### config.mk
export PLATFORM = sky130hd
export DESIGN_NAME = axil_arb2
export DESIGN_NICKNAME = d
export VERILOG_FILES = /design/src/rtl/axil_arb2.sv
export SDC_FILE = /design/constraint.sdc
export NUM_CORES = 1
export LEC_CHECK = 0
export BUFFER_PORTS_ARGS = -buffer_cell sky130_fd_sc_hd__buf_2
export CORE_AREA = 2 2 169 171
export DETAILED_ROUTE_END_ITERATION = 8
export DIE_AREA = 0 0 171 173
export PLACE_DENSITY_LB_ADDON = 0.15
export RECOVER_POWER = 50
export SLEW_MARGIN = 40
export SYNTH_ARGS = -nofsm -noshare
export SYNTH_HDL_FRONTEND = slang
export SYNTH_SLANG_ARGS = --single-unit
### constraint.sdc
create_clock -name ACLK -period 1.8 [get_ports ACLK]
set_clock_uncertainty 0.2 [all_clocks]
set_input_delay 0.36 -clock ACLK [delete_from_list [all_inputs] [get_ports ACLK]]
set_output_delay 0.36 -clock ACLK [all_outputs]
set_load 0.03 [all_outputs]
### src/rtl/axil_arb2.sv
// Two-master AXI4-Lite arbiter sharing one slave, round-robin, one transaction at a time.
// Define ARB_TIMEOUT_EN to add a response timeout that returns SLVERR to the owner.
module axil_arb2 #(
  parameter int ADDR_W         = 28,
  parameter int DATA_W         = 32,
  parameter int TIMEOUT_CYCLES = 64
) (
  input  logic                ACLK,
  input  logic                ARESET,
  input  logic [ADDR_W-1:0]   M0_AWADDR,
  input  logic [2:0]          M0_AWPROT,
  input  logic                M0_AWVALID,
  output logic                M0_AWREADY,
  input  logic [DATA_W-1:0]   M0_WDATA,
  input  logic [DATA_W/8-1:0] M0_WSTRB,
  input  logic                M0_WVALID,
  output logic                M0_WREADY,
  output logic [1:0]          M0_BRESP,
  output logic                M0_BVALID,
  input  logic                M0_BREADY,
  input  logic [ADDR_W-1:0]   M0_ARADDR,
  input  logic [2:0]          M0_ARPROT,
  input  logic                M0_ARVALID,
  output logic                M0_ARREADY,
  output logic [DATA_W-1:0]   M0_RDATA,
  output logic [1:0]          M0_RRESP,
  output logic                M0_RVALID,
  input  logic                M0_RREADY,
  input  logic [ADDR_W-1:0]   M1_AWADDR,
  input  logic [2:0]          M1_AWPROT,
  input  logic                M1_AWVALID,
  output logic                M1_AWREADY,
  input  logic [DATA_W-1:0]   M1_WDATA,
  input  logic [DATA_W/8-1:0] M1_WSTRB,
  input  logic                M1_WVALID,
  output logic                M1_WREADY,
  output logic [1:0]          M1_BRESP,
  output logic                M1_BVALID,
  input  logic                M1_BREADY,
  input  logic [ADDR_W-1:0]   M1_ARADDR,
  input  logic [2:0]          M1_ARPROT,
  input  logic                M1_ARVALID,
  output logic                M1_ARREADY,
  output logic [DATA_W-1:0]   M1_RDATA,
  output logic [1:0]          M1_RRESP,
  output logic                M1_RVALID,
  input  logic                M1_RREADY,
  output logic [ADDR_W-1:0]   S_AWADDR,
  output logic [2:0]          S_AWPROT,
  output logic                S_AWVALID,
  input  logic                S_AWREADY,
  output logic [DATA_W-1:0]   S_WDATA,
  output logic [DATA_W/8-1:0] S_WSTRB,
  output logic                S_WVALID,
  input  logic                S_WREADY,
  input  logic [1:0]          S_BRESP,
  input  logic                S_BVALID,
  output logic                S_BREADY,
  output logic [ADDR_W-1:0]   S_ARADDR,
  output logic [2:0]          S_ARPROT,
  output logic                S_ARVALID,
  input  logic                S_ARREADY,
  input  logic [DATA_W-1:0]   S_RDATA,
  input  logic [1:0]          S_RRESP,
  input  logic                S_RVALID,
  output logic                S_RREADY,
  output logic [1:0]          gnt
);

  typedef enum logic [2:0] {IDLE, WADDR, WRESP, RADDR, RRESP} state_e;

  state_e     state_q;
  logic       owner_q, rrPtr_q, awDone_q, wDone_q, isWrite_q;
  logic [1:0] gnt_q;

  logic wrReq0, wrReq1, req0, req1, pick, pickWrite;
  logic inWaddr, inWresp, inRaddr, inRresp, timedOut;
  logic awHs, wHs, arHs, bHs, rHs;
  logic oBready, oRready, oBvalid, oRvalid;
  logic [1:0] oBresp, oRresp;
  logic [DATA_W-1:0] oRdata;

  // A write needs both AW and W presented; write beats read inside one master.
  assign wrReq0    = M0_AWVALID & M0_WVALID;
  assign wrReq1    = M1_AWVALID & M1_WVALID;
  assign req0      = wrReq0 | M0_ARVALID;
  assign req1      = wrReq1 | M1_ARVALID;
  assign pick      = (req0 & req1) ? rrPtr_q : req1;
  assign pickWrite = pick ? wrReq1 : wrReq0;

  assign inWaddr = (state_q == WADDR);
  assign inWresp = (state_q == WRESP);
  assign inRaddr = (state_q == RADDR);
  assign inRresp = (state_q == RRESP);

`ifdef ARB_TIMEOUT_EN
  logic [15:0] cnt_q, cnt_d;

  assign timedOut = (state_q != IDLE) && (cnt_q == 16'(TIMEOUT_CYCLES));

  always_comb begin
    cnt_d = cnt_q;
    if (state_q == IDLE) cnt_d = '0;
    else if (!timedOut)  cnt_d = cnt_q + 16'd1;
  end

  always_ff @(posedge ACLK or posedge ARESET) begin
    if (ARESET) cnt_q <= '0;
    else        cnt_q <= cnt_d;
  end
`else
  logic unusedTimeout;
  assign unusedTimeout = ^32'(TIMEOUT_CYCLES);
  assign timedOut      = 1'b0;
`endif

  assign oBready = owner_q ? M1_BREADY : M0_BREADY;
  assign oRready = owner_q ? M1_RREADY : M0_RREADY;

  // Slave side only sees the owner's channels while in the matching address state.
  assign S_AWVALID = inWaddr & ~awDone_q & ~timedOut;
  assign S_WVALID  = inWaddr & ~wDone_q & ~timedOut;
  assign S_ARVALID = inRaddr & ~timedOut;
  assign S_AWADDR  = inWaddr ? (owner_q ? M1_AWADDR : M0_AWADDR) : '0;
  assign S_AWPROT  = inWaddr ? (owner_q ? M1_AWPROT : M0_AWPROT) : '0;
  assign S_WDATA   = inWaddr ? (owner_q ? M1_WDATA : M0_WDATA) : '0;
  assign S_WSTRB   = inWaddr ? (owner_q ? M1_WSTRB : M0_WSTRB) : '0;
  assign S_ARADDR  = inRaddr ? (owner_q ? M1_ARADDR : M0_ARADDR) : '0;
  assign S_ARPROT  = inRaddr ? (owner_q ? M1_ARPROT : M0_ARPROT) : '0;
  assign S_BREADY  = inWresp & oBready & ~timedOut;
  assign S_RREADY  = inRresp & oRready & ~timedOut;

  assign awHs = S_AWVALID & S_AWREADY;
  assign wHs  = S_WVALID & S_WREADY;
  assign arHs = S_ARVALID & S_ARREADY;

  // After a timeout the arbiter itself answers with SLVERR on the owner's pending channel.
  assign oBvalid = (inWresp & S_BVALID & ~timedOut) | (timedOut & isWrite_q);
  assign oRvalid = (inRresp & S_RVALID & ~timedOut) | (timedOut & ~isWrite_q);
  assign oBresp  = timedOut ? 2'b10 : (inWresp ? S_BRESP : 2'b00);
  assign oRresp  = timedOut ? 2'b10 : (inRresp ? S_RRESP : 2'b00);
  assign oRdata  = (inRresp & ~timedOut) ? S_RDATA : '0;
  assign bHs     = oBvalid & oBready;
  assign rHs     = oRvalid & oRready;

  assign M0_AWREADY = ~owner_q & awHs;
  assign M1_AWREADY = owner_q & awHs;
  assign M0_WREADY  = ~owner_q & wHs;
  assign M1_WREADY  = owner_q & wHs;
  assign M0_ARREADY = ~owner_q & arHs;
  assign M1_ARREADY = owner_q & arHs;
  assign M0_BVALID  = ~owner_q & oBvalid;
  assign M1_BVALID  = owner_q & oBvalid;
  assign M0_BRESP   = owner_q ? 2'b00 : oBresp;
  assign M1_BRESP   = owner_q ? oBresp : 2'b00;
  assign M0_RVALID  = ~owner_q & oRvalid;
  assign M1_RVALID  = owner_q & oRvalid;
  assign M0_RRESP   = owner_q ? 2'b00 : oRresp;
  assign M1_RRESP   = owner_q ? oRresp : 2'b00;
  assign M0_RDATA   = owner_q ? '0 : oRdata;
  assign M1_RDATA   = owner_q ? oRdata : '0;

  assign gnt = gnt_q;

  // Grant is taken in IDLE and held until the owner's B or R handshake completes.
  always_ff @(posedge ACLK or posedge ARESET) begin
    if (ARESET) begin
      state_q   <= IDLE;
      owner_q   <= 1'b0;
      rrPtr_q   <= 1'b0;
      awDone_q  <= 1'b0;
      wDone_q   <= 1'b0;
      isWrite_q <= 1'b0;
      gnt_q     <= 2'b00;
    end else begin
      case (state_q)
        IDLE: begin
          if (req0 | req1) begin
            owner_q   <= pick;
            rrPtr_q   <= ~pick;
            isWrite_q <= pickWrite;
            gnt_q     <= pick ? 2'b10 : 2'b01;
            awDone_q  <= 1'b0;
            wDone_q   <= 1'b0;
            state_q   <= pickWrite ? WADDR : RADDR;
          end
        end
        WADDR: begin
          if (bHs) begin
            state_q  <= IDLE;
            gnt_q    <= 2'b00;
            awDone_q <= 1'b0;
            wDone_q  <= 1'b0;
          end else begin
            if (awHs) awDone_q <= 1'b1;
            if (wHs)  wDone_q  <= 1'b1;
            if ((awDone_q | awHs) & (wDone_q | wHs)) state_q <= WRESP;
          end
        end
        WRESP: begin
          if (bHs) begin
            state_q  <= IDLE;
            gnt_q    <= 2'b00;
            awDone_q <= 1'b0;
            wDone_q  <= 1'b0;
          end
        end
        RADDR: begin
          if (rHs) begin
            state_q <= IDLE;
            gnt_q   <= 2'b00;
          end else if (arHs) begin
            state_q <= RRESP;
          end
        end
        RRESP: begin
          if (rHs) begin
            state_q <= IDLE;
            gnt_q   <= 2'b00;
          end
        end
        default: begin
          state_q <= IDLE;
          gnt_q   <= 2'b00;
        end
      endcase
    end
  end

endmodule

== Word level (Yosys, flattened, before mapping) ==
Index checks and enable logic that the tools add are counted.

* Register bits after elaboration: 9
* Input port bits: 249
* Output and inout bits: 187
* Word-level logic and storage cells: 109

* Equal/unequal tests: 13
* Mux-type cells: 47
* Bitwise logic cells: 34
* Reductions and logical operators: 9

{| class="wikitable"
|+ Operators by type and width
! operator !! number
|-
| 32-bit 2-to-1 mux || 5
|-
| 28-bit 2-to-1 mux || 4
|-
| 3-bit 2-to-1 mux || 11
|-
| 1-bit bitwise AND || 25
|-
| 2-bit 2-to-1 mux || 11
|-
| 3-bit one-hot mux with 5 select lines || 1
|-
| 3-bit by 1-bit inequality test with 1-bit output (second input constant) || 4
|-
| 1-bit 2-to-1 mux || 10
|-
| 4-bit 2-to-1 mux || 2
|-
| 2-bit by 1-bit inequality test with 1-bit output (second input constant) || 4
|-
| 4-bit AND reduction || 2
|-
| 3-bit by 2-bit == test with 1-bit output (second input constant) || 2
|-
| 1-bit one-hot mux with 3 select lines || 2
|-
| 2-bit one-hot mux with 3 select lines || 1
|-
| 1-bit bitwise OR || 5
|-
| 5-bit AND reduction || 1
|-
| 1-bit inverter || 4
|-
| 2-bit OR reduction || 2
|-
| 3-bit by 1-bit == test with 1-bit output (second input constant) || 1
|-
| 3-bit == test (second input constant) || 1
|-
| 3-bit logical NOT || 1
|-
| 3-bit AND reduction || 1
|-
| 3-bit nonzero test || 1
|-
| 2-bit inequality test (second input constant) || 1
|-
| 2-bit AND reduction || 1
|}

== Logic depth before layout (Yosys ltp) ==
* Depth in word-level cells: 8
* Depth in mapped cells: 6

== Worst setup path after synthesis ==
No wires, ideal clock.

* Path kind: register to output
* From: register state_q[2]
* To: output M0_AWREADY
* Arrival time: 1.727 ns
* Path slack: -0.487 ns
* Stages on the path, launching flop included: 6
* Path through: dfrtp_1 buf_4 nor2_1 nand2_1 nor2_1 and3_1

* Longest elaborated chain between the ends: 4

{| class="wikitable"
|+ Ends and longest elaborated chain
! what !! line !! text
|-
| from (decl) || 72 || <nowiki>state_e state_q;</nowiki>
|-
| from (signal assigned) || 185 || <nowiki>state_q <= pickWrite ? WADDR : RADDR;</nowiki>
|-
| 3-bit by 1-bit == test with 1-bit output || 91 || <nowiki>assign inWaddr = (state_q == WADDR);</nowiki>
|-
| 1-bit bitwise AND || 121 || <nowiki>assign S_AWVALID = inWaddr & ~awDone_q & ~timedOut;</nowiki>
|-
| named net S_AWVALID || 50 || <nowiki>output logic S_AWVALID,</nowiki>
|-
| 1-bit bitwise AND || 133 || <nowiki>assign awHs = S_AWVALID & S_AWREADY;</nowiki>
|-
| 1-bit bitwise AND || 146 || <nowiki>assign M0_AWREADY = ~owner_q & awHs;</nowiki>
|-
| to (decl) || 13 || <nowiki>output logic M0_AWREADY,</nowiki>
|}

The timed path passes the listed nets, and every way through them passes these cells.

== Worst setup path after layout ==
* From: register owner_q
* To: output S_WDATA[6]

* Longest elaborated chain between the ends: 2

{| class="wikitable"
|+ Ends and longest elaborated chain
! what !! line !! text
|-
| from (decl) || 73 || <nowiki>logic owner_q, rrPtr_q, awDone_q, wDone_q, isWrite_q;</nowiki>
|-
| from (signal assigned) || 179 || <nowiki>owner_q <= pick;</nowiki>
|-
| 32-bit 2-to-1 mux (2 in series) || 126 || <nowiki>assign S_WDATA = inWaddr ? (owner_q ? M1_WDATA : M0_WDATA) : '0;</nowiki>
|-
| to (decl) || 52 || <nowiki>output logic [DATA_W-1:0] S_WDATA,</nowiki>
|}

Every way passes these cells.

==> results.sh <==
export IMPL_design_final_nets=1125
export IMPL_final_core_utilization=0.313
export IMPL_mostFrequentLayoutCells="buf_2 (278), buf_6 (131), nor2_4 (99)"
export IMPL_synth_cell_area_um2=2620
export IMPL_critPathArrivalTime_ps=1680
export IMPL_clkSlewWorstSetupHoldPaths_ps=40
export IMPL_crit_path_cell_trace="buf_12, buf_12, mux2i_1, nor2_4, clkbuf_4"
export IMPL_placement_rows=61
export IMPL_avgSynthCellArea_um2=6.83
export IMPL_layout_min_cycle_time_ps=2240
export IMPL_rsz0062_at_grt="yes"
export IMPL_delay_contributed_by_the_slowest_stage_of_the_critical_path_ps=550
export IMPL_drt_antenna_violating_nets=0
export IMPL_worstPathBufferInverterCount=3
export IMPL_cts_root_to_sink_buffers=2
export IMPL_critical_path_class="register to output pin"
export IMPL_ys_warn_count=0
export IMPL_grtUsageTotal=0.111
export IMPL_normalized_max_slew_margin=0.733
export IMPL_total_power_mw=12.6
export IMPL_max_cap_violations=0
export IMPL_violations="setup timing"
export IMPL_vdd_drop_max_mv=0.720
export IMPL_fill_cells=2985
export IMPL_power_share_combinational=0.934
export IMPL_place_gp_congestion=0.756
export IMPL_drt_first_iter_violations=81
export IMPL_run_status="complete, but fails checks"
export IMPL_cpMostUsedCell="buf_12"
export IMPL_pre_cts_ws_ps=-318
export IMPL_grt_overflow_total=0
export IMPL_ys_ff_latch=9
export IMPL_yosysSeqAreaShare=0.0859
export IMPL_ios=436
export IMPL_p_int_mw=6.27
export IMPL_post_drt_via_cell_ratio=3.68
export IMPL_wl_mm=18.8
export IMPL_final_critical_path_setup_slack_ps=-442
export IMPL_grt_start_max_net_pins=35
export IMPL_critPathRequiredTime_ps=1240
export IMPL_seq_power_share=0.035
export IMPL_max_freq_mhz=446
export IMPL_mostFrequentLayoutCell="buf_2"
export IMPL_cp_max_fo=10
export IMPL_path_delay_family="flip-flops"
export IMPL_initial_core_util=0.0949
export IMPL_yosys_most_used_dff="dfrtp_1"
export IMPL_final_period_utilization=1.25
export IMPL_first_pass_iters=4
export IMPL_first_global_vias=4772
export IMPL_cts_sinks=9
export IMPL_swShare=0.502
export IMPL_die_w_um=171
export IMPL_worstMarginPinSlew_ps=397
export IMPL_synth_cell_types=29
export IMPL_post_dp_hpwl_mm=15.2
export IMPL_cts_tree="built"
export IMPL_finalSetupViolCount=190
export IMPL_register_area_um2=229
export IMPL_sw_power_mw=6.32
export IMPL_synth_edf_count=0
export IMPL_htreeDepth=1
export IMPL_yosysTopAreaCellShare=0.382
export IMPL_crit_slowest_cell="dfrtp_4"
export IMPL_maxSlewViolCount=0
export IMPL_dieArea_um2=29600
export IMPL_multi_input_comb_area_um2=3690
export IMPL_dr_total_vias=4612
export IMPL_end_kind="output pin"
export IMPL_floorplan_die_height_um=173
export IMPL_clock_root_buffer="clkbuf_16"
export IMPL_clkLatencyLatePin_ps=230
export IMPL_fraction_of_final_layout_cells_with_drive_strength_greater_than_1=0.896
export IMPL_finalHoldViolations=0
export IMPL_critPathLaunchType="register"
export IMPL_ys_async_sr_fraction=1.00
export IMPL_postSynthCellCount=384
export IMPL_grt_first_pass_wirelength_mm=26.1
export IMPL_growth_of_design_area_from_synthesis_to_finish_pct=230
export IMPL_pwr_density_cell_nw_per_um2=1460
export IMPL_route_detailed_wl_per_inst_um=15.0
export IMPL_hold_path_class="register to register"
export IMPL_tritoncts_num_buffers=3
export IMPL_ys_top_cells_by_area="mux2i_1 (38%), and2_1 (16%), nor2_1 (15%), dfrtp_1 (8.6%), buf_2 (3.8%)"
export IMPL_grt_antenna_before_repair=0
export IMPL_drc=0
export IMPL_clock_power_share=0.031
export IMPL_numPortBuffers=435
export IMPL_antenna_diode_count=0
export IMPL_postSynthNetCount=633
export IMPL_power_leakage_nw=4.06
export IMPL_placeableCoreArea_um2=27600
export IMPL_largest_area_contributor_in_the_synthesized_netlist="mux2i_1"
==> power groups by stage <==
stage / registers (mW) / clock network [mW] / logic (mW)
finish: 0.441 / 0.388 / 11.8
global route: 0.463 / 0.406 / 12.4
CTS: 0.426 / 0.398 / 10.6
detailed placement: 0.398 / 0 / 9.05
global placement: 0.399 / 0 / 9.13
floorplan: 0.396 / 0 / 6.08
==> flip-flops by register name, summed over array words and instances, names as in the netlist <==
register and count:
owner_q 1, state_q 3, wDone_q 1, rrPtr_q 1
gnt 2, awDone_q 1
==> layer usage <==
| layer | wire length (um) | up-vias | share of wire | global-route usage |
|---|---|---|---|---|
| li1 | - | 2278 | - | - |
| met1 | 6670 | 2072 | 0.36 | 0.116 |
| met2 | 10300 | 248 | 0.55 | 0.229 |
| met3 | 1650 | 14 | 0.088 | 0.0201 |
| met4 | 184 | 0 | 0.0098 | 0.0148 |
| met5 | 0 | - | 0 | 0 |
==> path summary, 6_finish.rpt <==
kind,slack (ps),depth (start not counted),end,start
worst max-delay path,-440,5,S_WDATA[6],owner_q
worst min register to register,330,2,gnt[0],gnt[0]
worst min-delay path,330,2,gnt[0],gnt[0]
worst max register to register,-200,5,state_q[1],owner_q
max in group asynchronous,660,3,owner_q,ARESET
min in group asynchronous,440,3,gnt[0],ARESET
==> worst min-delay path: stages (launching register included) <==
cell,delay (ps)
dfrtp_1,370
inv_1,70
o21ai_2,50
==> cell usage after synthesis (2+ instances only) <==
cell type / instances
buf_2: 20
nor2b_1: 2
o21ai_0: 6
nor2_4: 2
nor4_1: 3
o21ai_2: 2
nor3_1: 4
clkbuf_1: 10
a31oi_1: 4
a21oi_1: 6
dfrtp_1: 9
inv_1: 8
and3_1: 9
mux2i_1: 100
nand2_1: 9
and2_1: 69
nor2_1: 108
o211ai_1: 2
==> per-stage QoR <==
step	cells	hold WS [ps]	setup TNS [ps]	area (um2)
floorplan	384	-12.1	-21370	3640
global placement	1234	149	-40710	6760
detailed placement	1234	154	-40610	6760
CTS	1249	341	-75010	7870
global route	1253	357	-82160	8650
finish	1253	328	-69590	8650
==> cell families (layout without fill, tap and decap cells) <==
| family | after synthesis | count (layout) | synth area share |
|---|---|---|---|
| simple gates | 207 | 207 | 0.385 |
| compound gates | 27 | 27 | 0.0716 |
| flops | 9 | 9 | 0.0859 |
| mux | 101 | 101 | 0.386 |
| buf+inv | 40 | 531 | 0.0711 |
==> cell type report <==
cell class              instances  share of cell area
clock buffers                   4             0.00911
inverters                       8             0.00347
multi-input cells             335               0.427
flip-flops and latches          9              0.0265
well taps                     378              0.0547
repair buffers                519               0.479
==> what timing repair did <==
item | CTS | global route
gates cloned | 5 | 4
endpoints found under the setup margin | 188 | 191
hold buffers | 1 | 0
pin swaps | 2 | 4
buffers inserted | 5 | 2
hold endpoints to repair | 9 | 0
gates resized for setup | 235 | 224
No activity file was read; power rests on OpenSTA's default activity.
